<file path="src/rtl/dram_init_pkg.sv">
// dram_init_pkg: shared state encoding, default phase lengths and helpers for the DRAM init sequencer
package dram_init_pkg;

   typedef enum logic [2:0] {
      RST_HOLD,
      CKE_WAIT,
      TRAIN,
      DONE,
      ERROR
   } state_t;

   localparam int DEF_RESET_CYCLES   = 200;
   localparam int DEF_CKE_CYCLES     = 500;
   localparam int DEF_TIMEOUT_CYCLES = 100000;
   localparam int DEF_MAX_RETRIES    = 3;

   function automatic int max_int(int a, int b);
      return (a > b) ? a : b;
   endfunction

   // Value loaded on the edge that enters a phase, so the phase lasts n cycles (zero behaves as one).
   function automatic int phase_ld(int n);
      return (n > 0) ? n - 1 : 0;
   endfunction

endpackage

</file>
<file path="src/rtl/dram_init_timer.sv">
// dram_init_timer: loadable down-counter that saturates at zero and flags expiry
module dram_init_timer #(
   parameter int             W       = 8,
   parameter logic [W-1:0]   RST_VAL = '0
) (
   input  logic         clk,
   input  logic         rst_n,
   input  logic         load,
   input  logic         en,
   input  logic [W-1:0] load_val,
   output logic         expired
);

   logic [W-1:0] cnt;

   // Load has priority; otherwise count down and hold at zero.
   always_ff @(posedge clk or negedge rst_n)
      if (!rst_n)
         cnt <= RST_VAL;
      else if (load)
         cnt <= load_val;
      else if (en && cnt != '0)
         cnt <= cnt - 1'b1;

   assign expired = (cnt == '0);

endmodule

</file>
<file path="src/rtl/dram_init_seq.sv">
// dram_init_seq: DRAM reset/CKE/training sequencer; DRAM_INIT_SEQ_TIMEOUT_EN enables training timeout, retries and ERROR
module dram_init_seq
   import dram_init_pkg::*;
#(
   parameter int RESET_CYCLES   = DEF_RESET_CYCLES,
   parameter int CKE_CYCLES     = DEF_CKE_CYCLES,
   parameter int TIMEOUT_CYCLES = DEF_TIMEOUT_CYCLES,
   parameter int MAX_RETRIES    = DEF_MAX_RETRIES
) (
   input  logic       clk_sys,
   input  logic       rst_sys_n,
   input  logic       restart,
   input  logic       dfi_init_complete,
   output logic       dfi_reset_n,
   output logic       dfi_cke,
   output logic       dfi_init_start,
   output logic       init_done,
   output logic       init_error,
   output logic [3:0] retry_cnt
);

`ifdef DRAM_INIT_SEQ_TIMEOUT_EN
   localparam bit TO_EN = 1'b1;
`else
   localparam bit TO_EN = 1'b0;
`endif

   localparam int CW = $clog2(max_int(max_int(RESET_CYCLES, CKE_CYCLES), max_int(TIMEOUT_CYCLES, 1)) + 1);
   // The reset interval itself is not counted, so the first hold phase needs one extra count.
   localparam logic [CW-1:0] R_INIT = CW'(max_int(RESET_CYCLES, 1));
   localparam logic [CW-1:0] R_LD   = CW'(phase_ld(RESET_CYCLES));
   localparam logic [CW-1:0] C_LD   = CW'(phase_ld(CKE_CYCLES));
   localparam logic [CW-1:0] T_LD   = CW'(phase_ld(TIMEOUT_CYCLES));

   state_t          state;
   logic            expired;
   logic            timeout;
   logic            retry_ok;
   logic            to_cke;
   logic            to_train;
   logic            to_rst;
   logic [CW-1:0]   ld_val;

   assign retry_ok = retry_cnt < 4'(MAX_RETRIES);
   assign timeout  = TO_EN && state == TRAIN && expired && !dfi_init_complete;
   assign to_cke   = state == RST_HOLD && expired;
   assign to_train = state == CKE_WAIT && expired;
   assign to_rst   = ((state == DONE || state == ERROR) && restart) || (timeout && retry_ok);
   assign ld_val   = to_cke ? C_LD : to_train ? T_LD : R_LD;

   dram_init_timer #(.W(CW), .RST_VAL(R_INIT)) u_timer (
      .clk      (clk_sys),
      .rst_n    (rst_sys_n),
      .load     (to_cke | to_train | to_rst),
      .en       (1'b1),
      .load_val (ld_val),
      .expired  (expired)
   );

   // Sequencer state and registered DFI/status outputs; completion beats timeout in TRAIN.
   always_ff @(posedge clk_sys or negedge rst_sys_n)
      if (!rst_sys_n) begin
         state          <= RST_HOLD;
         dfi_reset_n    <= 1'b0;
         dfi_cke        <= 1'b0;
         dfi_init_start <= 1'b0;
         init_done      <= 1'b0;
         init_error     <= 1'b0;
         retry_cnt      <= 4'd0;
      end else begin
         case (state)
            RST_HOLD:
               if (expired) begin
                  state       <= CKE_WAIT;
                  dfi_reset_n <= 1'b1;
               end
            CKE_WAIT:
               if (expired) begin
                  state          <= TRAIN;
                  dfi_cke        <= 1'b1;
                  dfi_init_start <= 1'b1;
               end
            TRAIN:
               if (dfi_init_complete) begin
                  state          <= DONE;
                  dfi_init_start <= 1'b0;
                  init_done      <= 1'b1;
               end else if (timeout) begin
                  dfi_init_start <= 1'b0;
                  if (retry_ok) begin
                     state       <= RST_HOLD;
                     retry_cnt   <= retry_cnt + 4'd1;
                     dfi_reset_n <= 1'b0;
                     dfi_cke     <= 1'b0;
                  end else begin
                     state      <= ERROR;
                     init_error <= 1'b1;
                  end
               end
            DONE, ERROR:
               if (restart) begin
                  state          <= RST_HOLD;
                  dfi_reset_n    <= 1'b0;
                  dfi_cke        <= 1'b0;
                  dfi_init_start <= 1'b0;
                  init_done      <= 1'b0;
                  init_error     <= 1'b0;
                  retry_cnt      <= 4'd0;
               end
            default:
               state <= RST_HOLD;
         endcase
      end

endmodule

</file>
<file path="config.mk">
export PLATFORM = sky130hd
export DESIGN_NAME = dram_init_seq
export DESIGN_NICKNAME = d
export VERILOG_FILES = /design/src/rtl/dram_init_pkg.sv /design/src/rtl/dram_init_timer.sv /design/src/rtl/dram_init_seq.sv
export SDC_FILE = /design/constraint.sdc
export NUM_CORES = 1
export LEC_CHECK = 0
export BUFFER_PORTS_ARGS = -buffer_cell sky130_fd_sc_hd__buf_4
export CORE_UTILIZATION = 52
export DETAILED_ROUTE_END_ITERATION = 6
export PLACE_DENSITY = 0.7
export SLEW_MARGIN = 10
export SYNTH_ARGS = -nofsm -noshare
export SYNTH_HDL_FRONTEND = slang
export SYNTH_SLANG_ARGS = --single-unit
export TNS_END_PERCENT = 5
</file>
<file path="constraint.sdc">
create_clock -name clk_sys -period 1.6 [get_ports clk_sys]
set_input_delay 0.32 -clock clk_sys [delete_from_list [all_inputs] [get_ports clk_sys]]
set_output_delay 0.32 -clock clk_sys [all_outputs]
set_load 0.02 [all_outputs]
</file>
* Yosys cells after proc, flatten, opt, wreduce, memory -nomap -nowiden *
Index checks and enable logic that the tools add are counted.

word-level totals
  logic and storage cells = 52
  register bits = 24
  input bits = 4
  output and inout port bits = 9

cells by class
  equality and inequality tests = 8
  bitwise logic cells = 2
  reduce and logical (&&, ||, !) cells = 18
  mux-type cells = 17
  add/subtract/negate cells = 1

operator list
  kind                                                                   number
  17-bit 2-to-1 mux                                                      4
  17-bit zero test                                                       1
  17-bit nonzero test                                                    1
  17-bit by 1-bit subtractor with 17-bit output, second input constant   1
  3-bit 2-to-1 mux                                                       4
  3-bit one-hot mux with 4 select lines                                  1
  3-bit AND reduction                                                    3
  2-bit != test, second input constant                                   4
  4-bit AND reduction                                                    2
  2-bit nonzero test                                                     4
  3-bit by 2-bit equality test with 1-bit output, second input constant  2
  1-bit one-hot mux with 2 select lines                                  3
  1-bit 2-to-1 mux                                                       4
  3-bit by 1-bit equality test with 1-bit output, second input constant  1
  3-bit equality test, second input constant                             1
  1-bit logical AND                                                      3
  3-bit zero test                                                        1
  1-bit one-hot mux with 3 select lines                                  1
  3-bit nonzero test                                                     1
  1-bit OR                                                               2
  2-bit OR reduction                                                     1
  1-bit logical OR                                                       1

* Logic depth before layout (Yosys ltp) *
Gate-level depths: netlist of the first run.

  depth in word-level cells = 5
  depth in mapped cells = 8
  depth with buffers taken out = 7

* Hierarchy *
From an unflattened synthesis of the first run, not the netlist that was laid out.

unflattened totals
  cells, all modules = 190
  area total of the unflattened synthesis = 1656.6 um^2

modules (own cells, without submodules)
  module           cells an instance  seq. area each (um^2)  times used  area each (um^2)
  dram_init_timer  134                429.2                  1           1136.1
  dram_init_seq    56                 150.1                  1           520.5

* Worst setup path before layout of the first run *
No wires, ideal clock.

  path type = flip-flop to flip-flop
  from = register u_timer.cnt[0]
  to = register dfi_cke
  path slack = -0.152 ns
  path buffers = 1
  arrival time = 1.631 ns
  clock period less this slack = 1.752 ns
  cell stages (with the launch flop) = 8
  data required time = 1.479 ns
  library setup time = 0.121 ns
  path through = dfrtp_1 inv_1 ha_1 nor4b_2 nand4_2 buf_2 a21o_1 a22o_1

on the way
  longest elaborated chain between the ends = 3

ends and longest elaborated chain
  what                           line                   source
  from (decl)                    dram_init_timer.sv:14  logic [W-1:0] cnt;
  from (signal assigned)         dram_init_timer.sv:21  cnt <= load_val;
  from (signal assigned)         dram_init_timer.sv:23  cnt <= cnt - 1'b1;
  17-bit zero test               dram_init_timer.sv:25  assign expired = (cnt == '0);
  2-bit != test (no line)        n/a
  3-bit AND reduction (no line)  n/a
  to (signal assigned)           dram_init_seq.sv:65    dfi_cke <= 1'b0;
  to (signal assigned)           dram_init_seq.sv:80    dfi_cke <= 1'b1;
  to (signal assigned)           dram_init_seq.sv:94    dfi_cke <= 1'b0;
  to (decl)                      dram_init_seq.sv:15    output logic dfi_cke,

No other way between the ends.
A chain may end at the register's enable or synchronous reset.

* Worst setup path in the final report of the first run *
  from = register u_timer.cnt[5]
  to = register u_timer.cnt[15]

on the way
  longest elaborated chain between the ends = 5
  elaborated cells between the ends (all ways) = 12
  those cells by class = add/sub: 1; mux: 4; bitwise: 2; reduce/logical: 5

ends and longest elaborated chain
  what
  branches (longest 5 deep; another with 17-bit by 1-bit subtractor with 17-bit output)

Parallel ways; which one is timed is not known. The select of a mux whose other input is x is not followed.

==> results by group, run 1 <==
Setup path
  – Critical path's slowest cell: dfrtp_1
  – Crit path largest cell delay: 0.46 ns
  – Maximum fanout along the worst path: 5
  – CP required: 1.80 ns
  – FF-to-FF setup slack: -0.17 ns
  – Most used cell, CP: nor4_4
  – Cell count of the worst reg-to-reg path: 5
  – Worst setup path category: reg -> reg
  – Reg-to-reg startpoint: u_timer.cnt[5]
  – Worst Setup End Kind: register
  – Arrival time at the worst endpoint: 1.97 ns
  – Cell Chain, Critical Path: nor4_4, nand2_2, nor4_4, xnor2_1, o21ai_1
  – Reg2reg end: u_timer.cnt[15]
  – Crit start category: register

Synth
  – Syn. warnings: 0
  – Cell area after synthesis: 0.00140 sq mm
  – Post-synthesis async set-or-reset flop share: 100%
  – Register area share after synthesis: 41.3%
  – Post-synthesis cell type count: between 40 and 50
  – Main synth FF type: dfrtp_1
  – Largest cells by area after synthesis: dfrtp_1 (36%), ha_1 (6.3%), dfstp_2 (5.6%)
  – Top cell type's share of synthesized area: 35.7%
  – Mapped Cells: 139
  – Post-synth EDFFs: 0
  – Synth Register Bits: 23
  – Commonest cells in the netlist: dfrtp_1 (20), nor2_1 (18), nand2_1 (11)
  – Post-synth top area cell: dfrtp_1
  – Most common cell in the netlist: dfrtp_1
  – Syn avg cell area: 10.1 sq um

Timing
  – Slew Limit Fails: 0
  – Worst setup margin: -0.171 ns
  – Final Hold Vio Count: 0
  – Final setup viols: 20
  – Max Freq: 0.564 GHz
  – Unrepaired setup endpoints after global routing: yes
  – Worst Clk Skew: 0.00451 ns
  – Total Neg Setup Slack: -1.85 ns
  – Fin crit share: 111%
  – Min Tclk post-route: 1.77 ns

Clocking
  – TritonCTS clock tree: built
  – Clock insertion delay at the later pin of the skew report: 0.32 ns
  – CTS Root Cell: clkbuf_4
  – Clock transition at path regs: 0.13 ns
  – # H-tree levels: 1
  – CTS buffer count: 3
  – Clk sinks: 23
  – Worst-case clock buffer depth: 2

Flow run
  – Max-cap viol count: 0

Power
  – Sequential share of power: 64.6%
  – PwrDens: 480 mW/mm^2
  – Switching part of the total: 23.6%
  – Comb pwr share: about 4.1%
  – Net Sw Power: 0.000213 W
  – Clock power frac: 31.3%
  – Cell-internal power: 0.000691 W
  – IR drop worst, VDD: 0.000467 V
  – Leakage power: 0.887 nW

Cells and area
  – Fill count: 184
  – Area Growth Syn to Fin: 34.5%
  – FF/Latch Area: about 580 sq um
  – Multi-input logic area: 878 sq um
  – Fin nets: 195
  – N_diodes: 0
  – Share of layout cells above drive strength 1: about 42%
  – Final core occ: 74.7%

Global routing
  – GRT Total Usage: a little over a quarter
  – Total grt overflow: 0
  – First-pass GRT wire length: approximately 5.3 mm
  – Vias in the first global route: ~1200
  – Antenna violations before repair: 0
  – Largest net degree at the start of global routing: 24

Status
  – Status: complete, but fails checks
  – Failing checks: setup timing

Floorplan
  – Die Ht: about 54 um
  – Die width: 53.9 um
  – Core area: ~0.0025 sq mm
  – Initial Util: between 50 and 60%
  – Die area: 0.00291 sq mm
  – Num ports: 13
  – # rows: 18

Route
  – Detailed Route WL: 3.55 mm
  – Avg Vias per Cell: 5.50
  – Post-route ant nets: 0
  – Drt first-iter violations: 27
  – # DRC: 0
  – DRT Pass-1 Iters: 4
  – Via Count: 1171
  – Drt wl/cell: 16.7 um

Min path
  – HP Start: dfi_init_complete
  – Worst Hold Class: in -> reg
  – Min-Delay Endpoint: init_done
  – WHS Path Cells: 3

Placed design
  – Dpl hpwl: 2.40 mm
  – Port Buffers: 7
  – GPL Wtd Cong: 0.866
==> registers in the layout, summed over array words and instances (netlist names) <==
signal and count:
dfi_cke 1, dfi_reset_n 1, dfi_init_start 1, init_done 1, state 2, u_timer.cnt 17
==> worst max path at each step <==
| stage | start | end | slack (ns) |
|---|---|---|---|
| after floorplan | u_timer.cnt[1] | dfi_cke | -0.06 |
| after CTS | u_timer.cnt[9] | u_timer.cnt[15] | -0.16 |
| after global placement | u_timer.cnt[1] | dfi_init_start | -0.15 |
| after global routing | u_timer.cnt[5] | u_timer.cnt[15] | -0.25 |
| after detailed placement | u_timer.cnt[1] | dfi_init_start | -0.20 |
| final | u_timer.cnt[5] | u_timer.cnt[15] | -0.17 |
==> power by group through the flow <==
stage / Sequential [W] / Clock, W / Combinational, W
6_report: 0.000584 / 0.000283 / 0.0000373
5_1_grt: 0.000584 / 0.000305 / 0.0000418
4_1_cts: 0.000584 / 0.000286 / 0.0000381
3_5_place_dp: 0.000594 / 0 / 0.0000363
3_3_place_gp: 0.000594 / 0 / 0.0000351
2_1_floorplan: 0.000596 / 0 / 0.0000224
==> stage by stage <==
step	setup WS (ns)	cells	total power (W)	hold WS (ns)	cell area (sq um)
2_1_floorplan	-0.0618	143	0.000619	0.0244	1430
3_3_place_gp	-0.150	203	0.000629	0.230	1700
3_5_place_dp	-0.199	203	0.000631	0.239	1700
4_1_cts	-0.164	211	0.000908	0.324	1820
5_1_grt	-0.250	213	0.000931	0.316	1880
6_report	-0.171	213	0.000904	0.334	1880
==> cell usage in the layout (no fill, tap or decap), types with 2 or more instances in the layout <==
cell	count
nor4_4	3
buf_6	4
mux2i_1	2
a21o_1	2
dfstp_2	3
inv_1	4
buf_4	38
nor2_1	16
dfrtp_1	20
a21oi_2	2
nor4_2	3
xor2_1	5
clkbuf_4	3
nand2_2	2
a21oi_1	2
nand2_1	9
ha_1	6
conb_1	5
nor3b_1	2
xnor2_1	8
o22ai_1	2
o21ai_0	2
inv_2	2
nor4b_4	2
nor2_4	2
a22o_1	2
o21ai_1	6
and2_1	2
==> cell families (layout without fill, tap and decap cells) <==
kind of cell	Yosys count	in the layout	synth area share, %
AOI/OAI and AO/OA	25	25	12.1
other	1	5	0.268
adders and majority gates	7	7	6.25
buffers and inverters	13	53	4.91
muxes	3	3	2.23
xor gates and xnor gates	13	13	8.13
DFF	23	23	41.3
and+or+nand+nor	54	54	24.8
==> routing by layer <==
| layer | GRT usage [%] | part of all wire, % | vias to the layer above |
|---|---|---|---|
| met1 | 32.1 | 41 | 556 |
| met5 | 0 | 0 | - |
| met3 | 4.24 | 3.7 | 15 |
| met4 | 12.7 | 3.4 | 0 |
| li1 | - | - | 565 |
| met2 | 45.1 | 52 | 35 |
==> critical path: cells and delay by family (launching register included) <==
| kind | cells | cell delay, ns |
|---|---|---|
| AND/OR/NAND/NOR | 3 | 0.93 |
| flip-flops | 1 | 0.46 |
| AO/OA/AOI/OAI | 1 | 0.10 |
| XOR/XNOR | 1 | 0.16 |
==> repair_timing <==
| action | 4_1_cts | 5_1_grt |
|---|---|---|
| buffers inserted | 3 | 2 |
| pin swaps | 5 | 3 |
| hold endpoints to repair | 20 | 0 |
| hold buffers | 1 | 0 |
| gates resized for setup | 14 | 12 |
| setup endpoints to repair | 22 | 22 |
==> layout make-up <==
class / instances / area share [%]
inverters: 6 / 1.20
multi-input cells: 107 / 46.6
flip-flops and latches: 23 / 30.7
repair buffers: 43 / 18.1
well taps: 30 / 1.99
clock buffers: 4 / 1.39
Note: power is estimated with default switching activity, not from simulation.
==> run 2: changes to the inputs <==
--- a/config.mk
+++ b/config.mk
@@ -6,9 +6,10 @@
 export NUM_CORES = 1
 export LEC_CHECK = 0
 export BUFFER_PORTS_ARGS = -buffer_cell sky130_fd_sc_hd__buf_4
-export CORE_UTILIZATION = 52
+export CORE_UTILIZATION = 58
 export DETAILED_ROUTE_END_ITERATION = 6
-export PLACE_DENSITY = 0.7
+export PLACE_DENSITY = 0.74
+export REMOVE_ABC_BUFFERS = 1
 export SLEW_MARGIN = 10
 export SYNTH_ARGS = -nofsm -noshare
 export SYNTH_HDL_FRONTEND = slang
==> constraint.sdc (replaced) <==
create_clock -name clk_sys -period 1.79 [get_ports clk_sys]
set_input_delay 0.358 -clock clk_sys [delete_from_list [all_inputs] [get_ports clk_sys]]
set_output_delay 0.358 -clock clk_sys [all_outputs]
set_load 0.02 [all_outputs]
==> run 2 against run 1 <==
  * The run still ends with setup timing left
  * Worst setup slack improved by 0.13 ns
  * Via count decreased by 6.5%
  * Register-to-register slack improved by 0.13 ns
  * Power decreased by 12%
==> results by group, run 2 (same netlist as run 1, synthesis figures left out) <==
Floorplan
  – Die Ht: 51.2 um (-5.1%)
  – Initial Util: 62.2% (+6.6 points)
  – # rows: 17 (-1)
  – Core area: 0.00225 sq mm (-11%)
  – Num ports: 13 (unchanged)
  – Die width: 51.2 um (-5.1%)
  – Die area: 0.00262 sq mm (-10%)

Timing
  – Min Tclk post-route: 1.83 ns (+0.0585 ns)
  – Final setup viols: 5 (-75%)
  – Worst setup margin: -0.0399 ns (+0.132 ns)
  – Unrepaired setup endpoints after global routing: yes
  – Fin crit share: 102% (-8.5 points)
  – Max Freq: 0.546 GHz (-3.2%)
  – Slew Limit Fails: 0 (unchanged)
  – Final Hold Vio Count: 0 (unchanged)
  – Worst Clk Skew: 0.00394 ns (-0.000573 ns)

Clocking
  – # H-tree levels: 1 (unchanged)
  – Clock transition at path regs: 0.13 ns (about the same)
  – TritonCTS clock tree: built
  – CTS buffer count: 3 (unchanged)
  – Clk sinks: 23 (unchanged)
  – Worst-case clock buffer depth: 2 (unchanged)
  – Clock insertion delay at the later pin of the skew report: 0.31 ns (about the same)
  – CTS Root Cell: clkbuf_4

Placed design
  – Port Buffers: 7 (unchanged)
  – Dpl hpwl: 2.16 mm (-10%)
  – Pre-CTS WS: -0.0861 ns (+0.112 ns)
  – GPL Wtd Cong: 0.857 (-1.0%)
  – Placed cell count: 180 (-11%)

Cells and area
  – Area Growth Syn to Fin: 16.7%
  – Most frequent cells in the layout: dfrtp_1 (20), buf_4 (19), nor2_1 (18)
  – N_diodes: 0 (unchanged)
  – Share of layout cells above drive strength 1: 28.6% (-14 points)
  – Fill count: 168 (-8.7%)
  – Max reg flops: 17 (unchanged)
  – Non-Filler Instances: 189 (-11%)
  – Fin nets: 173 (-11%)
  – Top flop regs: u_timer.cnt: 17 flops, state: 2 flops
  – Largest Register: u_timer.cnt
  – Commonest non-fill, non-tap cell in the layout: dfrtp_1

Min path
  – Worst Hold Class: in -> reg
  – Min-Delay Endpoint: init_done
  – HP Start: dfi_init_complete
  – WHS Path Cells: 3 (unchanged)

Setup path
  – Worst Setup End Kind: register
  – Critical path's slowest cell: dfrtp_1
  – Reg-to-reg startpoint: u_timer.cnt[1]
  – Crit path largest cell delay: 0.44 ns (-0.02 ns)
  – Arrival time at the worst endpoint: 2.07 ns (+0.10 ns)
  – FF-to-FF setup slack: -0.04 ns (+0.13 ns)
  – Cell count of the worst reg-to-reg path: 9 (+4)
  – CP required: 2.03 ns (+0.23 ns)
  – CP bufs+invs: 3 (+3)
  – Cell Chain, Critical Path: inv_2, ha_4, nor4b_4, buf_4, nand2_4, nor2_4, buf_6, nand3b_1, o21ai_1
  – Delay-heaviest family, CP: simple AND/OR/NAND/NOR gates
  – Reg2reg end: u_timer.cnt[15]
  – Crit start category: register
  – Maximum fanout along the worst path: 5 (unchanged)
  – Worst setup path category: reg -> reg

Route
  – DRT Pass-1 Iters: 4 (unchanged)
  – Avg Vias per Cell: 5.79 (+5.4%)
  – Drt first-iter violations: 9 (-67%)
  – Drt wl/cell: 16.1 um (-3.3%)
  – Post-route ant nets: 0 (unchanged)
  – Detailed Route WL: 3.04 mm (-14%)
  – # DRC: 0 (unchanged)
  – Via Count: 1095 (-6.5%)

Global routing
  – Vias in the first global route: 1061 (-11%)
  – Total grt overflow: 0 (unchanged)
  – Largest net degree at the start of global routing: 24 (unchanged)
  – Antenna violations before repair: 0 (unchanged)
  – GRT Total Usage: 26.2% (-0.26 points)
  – First-pass GRT wire length: 4.95 mm (-7.3%)

Power
  – IR drop worst, VDD: 0.000429 V (-8.1%)
  – Leakage power: 0.719 nW (-19%)
  – PwrDens: 488 mW/mm^2 (+1.8%)

Status
  – Status: complete, but fails checks
  – Failing checks: setup timing

Flow run
  – Max-cap viol count: 0 (unchanged)
-- run 2: cell count changes in the layout (fill, tap and decap cells not counted), sizes merged --
| cell | change |
|---|---|
| buf | -22 |
-- run 2: what timing repair did --
action,4_1_cts,5_1_grt
buffers inserted,0,4
endpoints found under the setup margin,14,22
hold endpoints to repair,20,0
resized for setup,2,9
hold buffers,1,0
pin swaps,0,5
-- run 2: worst register-to-register path: cells and delay by family (launching register included) --
family / cells / cell delay (ns)
AO/OA/AOI/OAI: 1 / 0.17
adder cells (fa/ha/maj): 1 / 0.13
buffers and inverters: 3 / 0.40
flip-flops: 1 / 0.44
AND/OR/NAND/NOR: 4 / 0.63
-- run 2: cell type report --
cell class                      count  area (sq um)  share of cell area (%)
Multi-Input combinational cell    107           808                    49.4
Tap cell                           28          35.0                    2.14
Sequential cell                    23           579                    35.4
Inverter                            6          22.5                    1.38
Timing Repair Buffer               21           164                    10.0
Clock buffer                        4          26.3                    1.61
-- run 2: metrics by stage --
step / total power [W] / hold WS [ns] / instance area [sq um] / utilization, % / setup TNS [ns]
detailed placement: 0.000563 / 0.267 / 1530 / 67.6 / -0.298
finish: 0.000798 / 0.386 / 1640 / 72.5 / -0.0845
global route: 0.000826 / 0.434 / 1640 / 72.5 / -1.06
CTS: 0.000802 / 0.386 / 1570 / 69.8 / -0.0161
global placement: 0.000562 / 0.263 / 1530 / 67.6 / 0
floorplan: 0.000544 / 0.0624 / 1370 / - / -0.0490
-- run 2: report_power, final --
group / internal, W / total (W) / switching, W
clock: 0.0000872 / 0.000244 / 0.000157
combinational: 0.00000889 / 0.0000328 / 0.0000239
sequential: 0.000521 / 0.000522 / 0.000000613
-- run 2: per-layer routing --
layer / global-route usage (%) / share of wire [%] / vias up / wire (um)
li1: - / - / 516 / -
met5: 0 / 0 / - / 0
met2: 43.6 / 51 / 29 / 1540
met4: 9.72 / 1.1 / 0 / 35
met3: 2.68 / 2.8 / 4 / 86
met1: 35.0 / 45 / 546 / 1380
-- run 2: worst max path at each step --
stage,slack (ns),to,startpoint,cells after the start
global placement,0.03,dfi_init_start,u_timer.cnt[1],7
global route,-0.12,u_timer.cnt[15],u_timer.cnt[1],9
detailed placement,-0.09,u_timer.cnt[8],u_timer.cnt[1],7
floorplan,-0.05,dfi_init_start,u_timer.cnt[0],7
finish,-0.04,u_timer.cnt[15],u_timer.cnt[1],9
CTS,-0.009,u_timer.cnt[13],u_timer.cnt[2],4
==> run 3: changes to the inputs <==
--- a/config.mk
+++ b/config.mk
@@ -6,12 +6,15 @@
 export NUM_CORES = 1
 export LEC_CHECK = 0
 export BUFFER_PORTS_ARGS = -buffer_cell sky130_fd_sc_hd__buf_4
-export CORE_UTILIZATION = 58
+export CORE_UTILIZATION = 59
 export DETAILED_ROUTE_END_ITERATION = 6
-export PLACE_DENSITY = 0.74
+export HOLD_SLACK_MARGIN = 0.15
+export PLACE_DENSITY = 0.75
+export RECOVER_POWER = 50
 export REMOVE_ABC_BUFFERS = 1
 export SLEW_MARGIN = 10
 export SYNTH_ARGS = -nofsm -noshare
 export SYNTH_HDL_FRONTEND = slang
+export SYNTH_HIERARCHICAL = 1
 export SYNTH_SLANG_ARGS = --single-unit
 export TNS_END_PERCENT = 5
==> run 3 against run 2 <==
  * The flow now stops in global routing
  * Area after synthesis rose by 18%
  * Synthesized cell count rose by 37%
==> results by group, run 3 <==
Status
  – Status: did not finish
  – Last stage: global routing
  – Log Error: [ERROR GRT-0232] Routing congestion too high. Check the congestion heatmap in the GUI.

Synth
  – Syn. warnings: 6 (+6)
  – Synth Register Bits: 23 (unchanged)
  – Top cell type's share of synthesized area: 30.2% (-5.5 points)
  – Post-synth top area cell: dfrtp_1
  – Mapped Cells: 190 (+37%)
  – Syn avg cell area: 8.72 sq um (-14%)
  – Largest cells by area after synthesis: dfrtp_1 (30%), ha_1 (6.0%), dfstp_2 (4.8%)
  – Cell area after synthesis: 0.00166 sq mm (+18%)
  – Post-synth EDFFs: 0 (unchanged)
  – Register area share after synthesis: 35.0% (-6.4 points)
  – Post-synthesis async set-or-reset flop share: 100% (unchanged)
  – Main synth FF type: dfrtp_1
  – Most common cell in the netlist: dfrtp_1
  – Commonest cells in the netlist: dfrtp_1 (20), nor2_1 (19), nand2_1 (14)
  – Post-synthesis cell type count: 46 (+7.0%)

Floorplan
  – # rows: 18 (+1)
  – Num ports: 13 (unchanged)
  – Die Ht: 55.0 um (+7.5%)
  – Die width: 55.0 um (+7.5%)
  – Initial Util: 64.5% (+2.4 points)

Clocking
  – Clk sinks: 23 (unchanged)
  – CTS Root Cell: clkbuf_4
  – Worst-case clock buffer depth: 2 (unchanged)
  – # H-tree levels: 1 (unchanged)
  – CTS buffer count: 3 (unchanged)

Placed design
  – Port Buffers: 7 (unchanged)
  – Dpl hpwl: 3.56 mm (+65%)
  – Placed cell count: 279 (+55%)
  – GPL Wtd Cong: 0.912 (+6.4%)

Global routing
  – Total grt overflow: 36
  – GRT Total Usage: about three quarters
  – Largest net degree at the start of global routing: 24

Timing
  – Worst endpoint after global-route timing repair: u_timer/cnt[4]$_DFFE_PN0P_/D
  – Worst End Pin Type: register data pin
run 3: changes by cell type after synthesis, moves of 5 or more:
cell and change:
a31oi_1 +11, nand3_1 +6, o21ai_0 +9, xor2_1 -5, or4_1 +5, xnor2_1 -8, o41ai_1 +5, nand2b_1 +5
inv_1 +5
run 3: repair_timing:
action | CTS
hold buffers | 1
buffers inserted | 8
endpoints found under the setup margin | 22
hold endpoints to repair | 20
pin swaps | 15
gates resized for setup | 48
run 3: cells by family after synthesis:
kind of cell | after synthesis | synth area share (%)
simple gates | 81 | 28.0
compound gates | 49 | 21.5
buf+inv | 23 | 6.42
flops | 23 | 35.0
fa+ha+maj | 8 | 6.04
mux | 4 | 2.57
other cells | 2 | 0.453
run 3: stage by stage:
| stage | area (sq um) | setup slack [ns] |
|---|---|---|
| 4_1_cts | 2390 | -0.295 |
| 3_5_place_dp | 2120 | -0.672 |
| 2_1_floorplan | 1640 | -2.70 |
| 3_3_place_gp | 2120 | -0.337 |
run 3: routing by layer:
layer | track usage [%] | GRT overflow
met1 | 70.4 | 0
met2 | 97.4 | 21
met3 | 52.5 | 1
met4 | 88.3 | 14
met5 | 8.33 | 0
==> run 4: changes to the inputs <==
--- a/config.mk
+++ b/config.mk
@@ -6,10 +6,9 @@
 export NUM_CORES = 1
 export LEC_CHECK = 0
 export BUFFER_PORTS_ARGS = -buffer_cell sky130_fd_sc_hd__buf_4
-export CORE_UTILIZATION = 59
+export CORE_UTILIZATION = 40
 export DETAILED_ROUTE_END_ITERATION = 6
-export HOLD_SLACK_MARGIN = 0.15
-export PLACE_DENSITY = 0.75
+export PLACE_DENSITY_LB_ADDON = 0.15
 export RECOVER_POWER = 50
 export REMOVE_ABC_BUFFERS = 1
 export SLEW_MARGIN = 10
==> run 4 against run 3 <==
  * The flow now finishes, with violations (setup timing)
  * Area after synthesis unchanged
  * Synthesized cell count is the same
==> results by group, run 4 <==
Setup path
  – Arrival time at the worst endpoint: 2.28 ns
  – FF-to-FF setup slack: -0.32 ns
  – Worst Setup End Kind: register
  – Crit path from: u_timer/cnt[1]
  – Maximum fanout along the worst path: 9
  – Worst setup path category: reg -> reg
  – Reg-to-reg startpoint: u_timer/cnt[1]
  – Cell count of the worst reg-to-reg path: 12
  – CP required: 1.95 ns
  – Crit start category: register

Power
  – IR drop worst, VDD: 0.000865 V
  – Cell-internal power: 0.00226 W
  – Clock power frac: 8.9%
  – Net Sw Power: 0.00151 W
  – PwrDens: 1560 mW/mm^2
  – Switching part of the total: 40.1%
  – Leakage power: between 1 and 1.5 nW
  – Comb pwr share: 64.1%
  – Sequential share of power: 27.1%

Clocking
  – Clk sinks: 23 (unchanged)
  – Worst-case clock buffer depth: 2 (unchanged)
  – CTS buffer count: 3 (unchanged)
  – Clock insertion delay at the later pin of the skew report: 0.27 ns
  – TritonCTS clock tree: built
  – # H-tree levels: 1 (unchanged)
  – Clock transition at path regs: approximately 0.090 ns
  – CTS Root Cell: clkbuf_8

Floorplan
  – Die area: around 0.0044 sq mm
  – # rows: 23 (+5)
  – Die width: 66.4 um (+21%)
  – Core area: ~0.004 sq mm
  – Die Ht: 66.4 um (+21%)
  – Num ports: 13 (unchanged)
  – Initial Util: 41.4% (-23 points)

Timing
  – Final Hold Vio Count: 0
  – Total Neg Setup Slack: -4.88 ns
  – Rel. slew slack: 59.6%
  – Worst setup margin: -0.324 ns
  – WHS: 0.462 ns
  – Worst slew pin tran: 0.607 ns
  – Final setup viols: 21
  – Unrepaired setup endpoints after global routing: yes
  – Slew Limit Fails: 0
  – Worst Clk Skew: approximately 0.0054 ns
  – Min Tclk post-route: 2.11 ns
  – Max Freq: 0.473 GHz
  – Fin crit share: 118%

Route
  – Met1 Wirelength: 2.16 mm
  – Avg Vias per Cell: 5.39
  – Via Count: 1682
  – Drt first-iter violations: 136
  – # DRC: 0
  – Top sig layer: met4
  – WL met3: 106 um
  – Detailed Route WL: ~4.5 mm
  – Drt wl/cell: 14.5 um
  – DRT Pass-1 Iters: 4
  – Post-route ant nets: 0
  – Met2 wire length: 2.15 mm

Synth
  – Post-synthesis cell type count: 46 (unchanged)
  – Register area share after synthesis: 35.0% (unchanged)
  – Cell area after synthesis: 0.00166 sq mm (unchanged)
  – Post-synth top area cell: dfrtp_1
  – Syn avg cell area: 8.72 sq um (unchanged)
  – Main synth FF type: dfrtp_1
  – Top cell type's share of synthesized area: 30.2% (unchanged)
  – Syn. warnings: 6 (unchanged)
  – Commonest cells in the netlist: dfrtp_1 (20), nor2_1 (19), nand2_1 (14)
  – Synth Register Bits: 23 (unchanged)
  – Post-synth EDFFs: 0 (unchanged)
  – Mapped Cells: 190 (unchanged)
  – Most common cell in the netlist: dfrtp_1
  – Largest cells by area after synthesis: dfrtp_1 (30%), ha_1 (6.0%), dfstp_2 (4.8%)
  – Post-synthesis async set-or-reset flop share: 100% (unchanged)

Cells and area
  – Area Growth Syn to Fin: 45.8%
  – Largest Register: u_timer/cnt
  – Multi-input logic area: 0.00115 sq mm
  – Max reg flops: 17
  – N_diodes: 0
  – Fill count: 348
  – FF/Latch Area: around 580 sq um
  – Fin nets: ~280
  – Commonest non-fill, non-tap cell in the layout: buf_4
  – Top flop regs: u_timer/cnt: 17 flops, state: 2 flops
  – Share of layout cells above drive strength 1: 38.5%
  – Most frequent cells in the layout: buf_4 (57), dfrtp_1 (20), nor2_1 (16)
  – Post-layout instance area: 0.00241 sq mm
  – Final core occ: about three fifths

Status
  – Status: complete, but fails checks
  – Failing checks: setup timing

Global routing
  – Largest net degree at the start of global routing: 24
  – Antenna violations before repair: 0
  – GRT Total Usage: 22.5%
  – Vias in the first global route: 1624
  – First-pass GRT wire length: 7.50 mm
  – Total grt overflow: 0

Min path
  – WHS Path Cells: 3
  – Worst Hold Class: in -> reg
  – HP Start: dfi_init_complete

Placed design
  – DP Area: 0.00213 sq mm (+0.24%)
  – Pre-CTS WS: -0.535 ns (+0.137 ns)
  – Dpl hpwl: 3.29 mm (-7.6%)
  – Port Buffers: 7 (unchanged)
  – GPL Wtd Cong: 0.801 (-12%)

Flow run
  – Max-cap viol count: 0
## run 4: cell counts after synthesis
Identical to the previous run, type by type.
## run 4: cell families after synthesis
kind of cell	after synthesis	synth area share, %
flops	23	35.0
fa+ha+maj	8	6.04
mux	4	2.57
compound gates	49	21.5
buf+inv	23	6.42
simple gates	81	28.0
other cells	2	0.453
## run 4: critical path: stages, from the launching register on
cell and delay, ns:
dfrtp_1 0.40, inv_2 0.09, ha_4 0.13, nor3b_4 0.23, nand4b_4 0.14, nor2_4 0.21
inv_4 0.08, o21ai_4 0.20, buf_6 0.14, buf_6 0.13, and2_4 0.15, a31oi_2 0.04
o41ai_2 0.07
## run 4: timing repair
action	in CTS	in global routing
endpoints found under the setup margin	22	22
setup buffers	5	4
gates cloned	0	0
hold buffers	1	0
pin swaps	11	8
resized for setup	28	15
hold endpoints to repair	20	0
## run 4: worst paths after layout
path | to
worst max-delay path | u_timer/cnt[7]
worst min-delay path | init_done
worst max register to register | u_timer/cnt[7]
worst min register to register | dfi_init_start
max in group asynchronous | u_timer/cnt[8]
min in group asynchronous | u_timer/cnt[2]
## run 4: per-layer routing
layer | global-route usage (%) | up-vias
met4 | 8.78 | 0
met5 | 0 | -
met3 | 2.41 | 15
met2 | 38.6 | 31
li1 | - | 833
met1 | 28.7 | 803
## run 4: layout make-up
| type | instances | area share, % |
|---|---|---|
| Clock buffer | 4 | 1.87 |
| Tap cell | 50 | 2.59 |
| Sequential cell | 23 | 24.0 |
| Multi-Input combinational cell | 156 | 47.6 |
| Timing Repair Buffer | 66 | 21.8 |
| Inverter | 13 | 2.18 |
## run 4: power by group through the flow
| stage | Sequential, W | Clock [W] | Combinational (W) |
|---|---|---|---|
| after floorplan | 0.00110 | 0 | 0.000984 |
| after global placement | 0.000997 | 0 | 0.00197 |
| after CTS | 0.00102 | 0.000346 | 0.00229 |
| final | 0.00102 | 0.000335 | 0.00242 |
| after detailed placement | 0.00101 | 0 | 0.00202 |
| after global routing | 0.00106 | 0.000361 | 0.00265 |
## run 4: through the flow
stage	power (W)	std cells
after floorplan	0.00209	192
after global placement	0.00297	298
after detailed placement	0.00304	298
after CTS	0.00366	308
after global routing	0.00406	312
final	0.00377	312
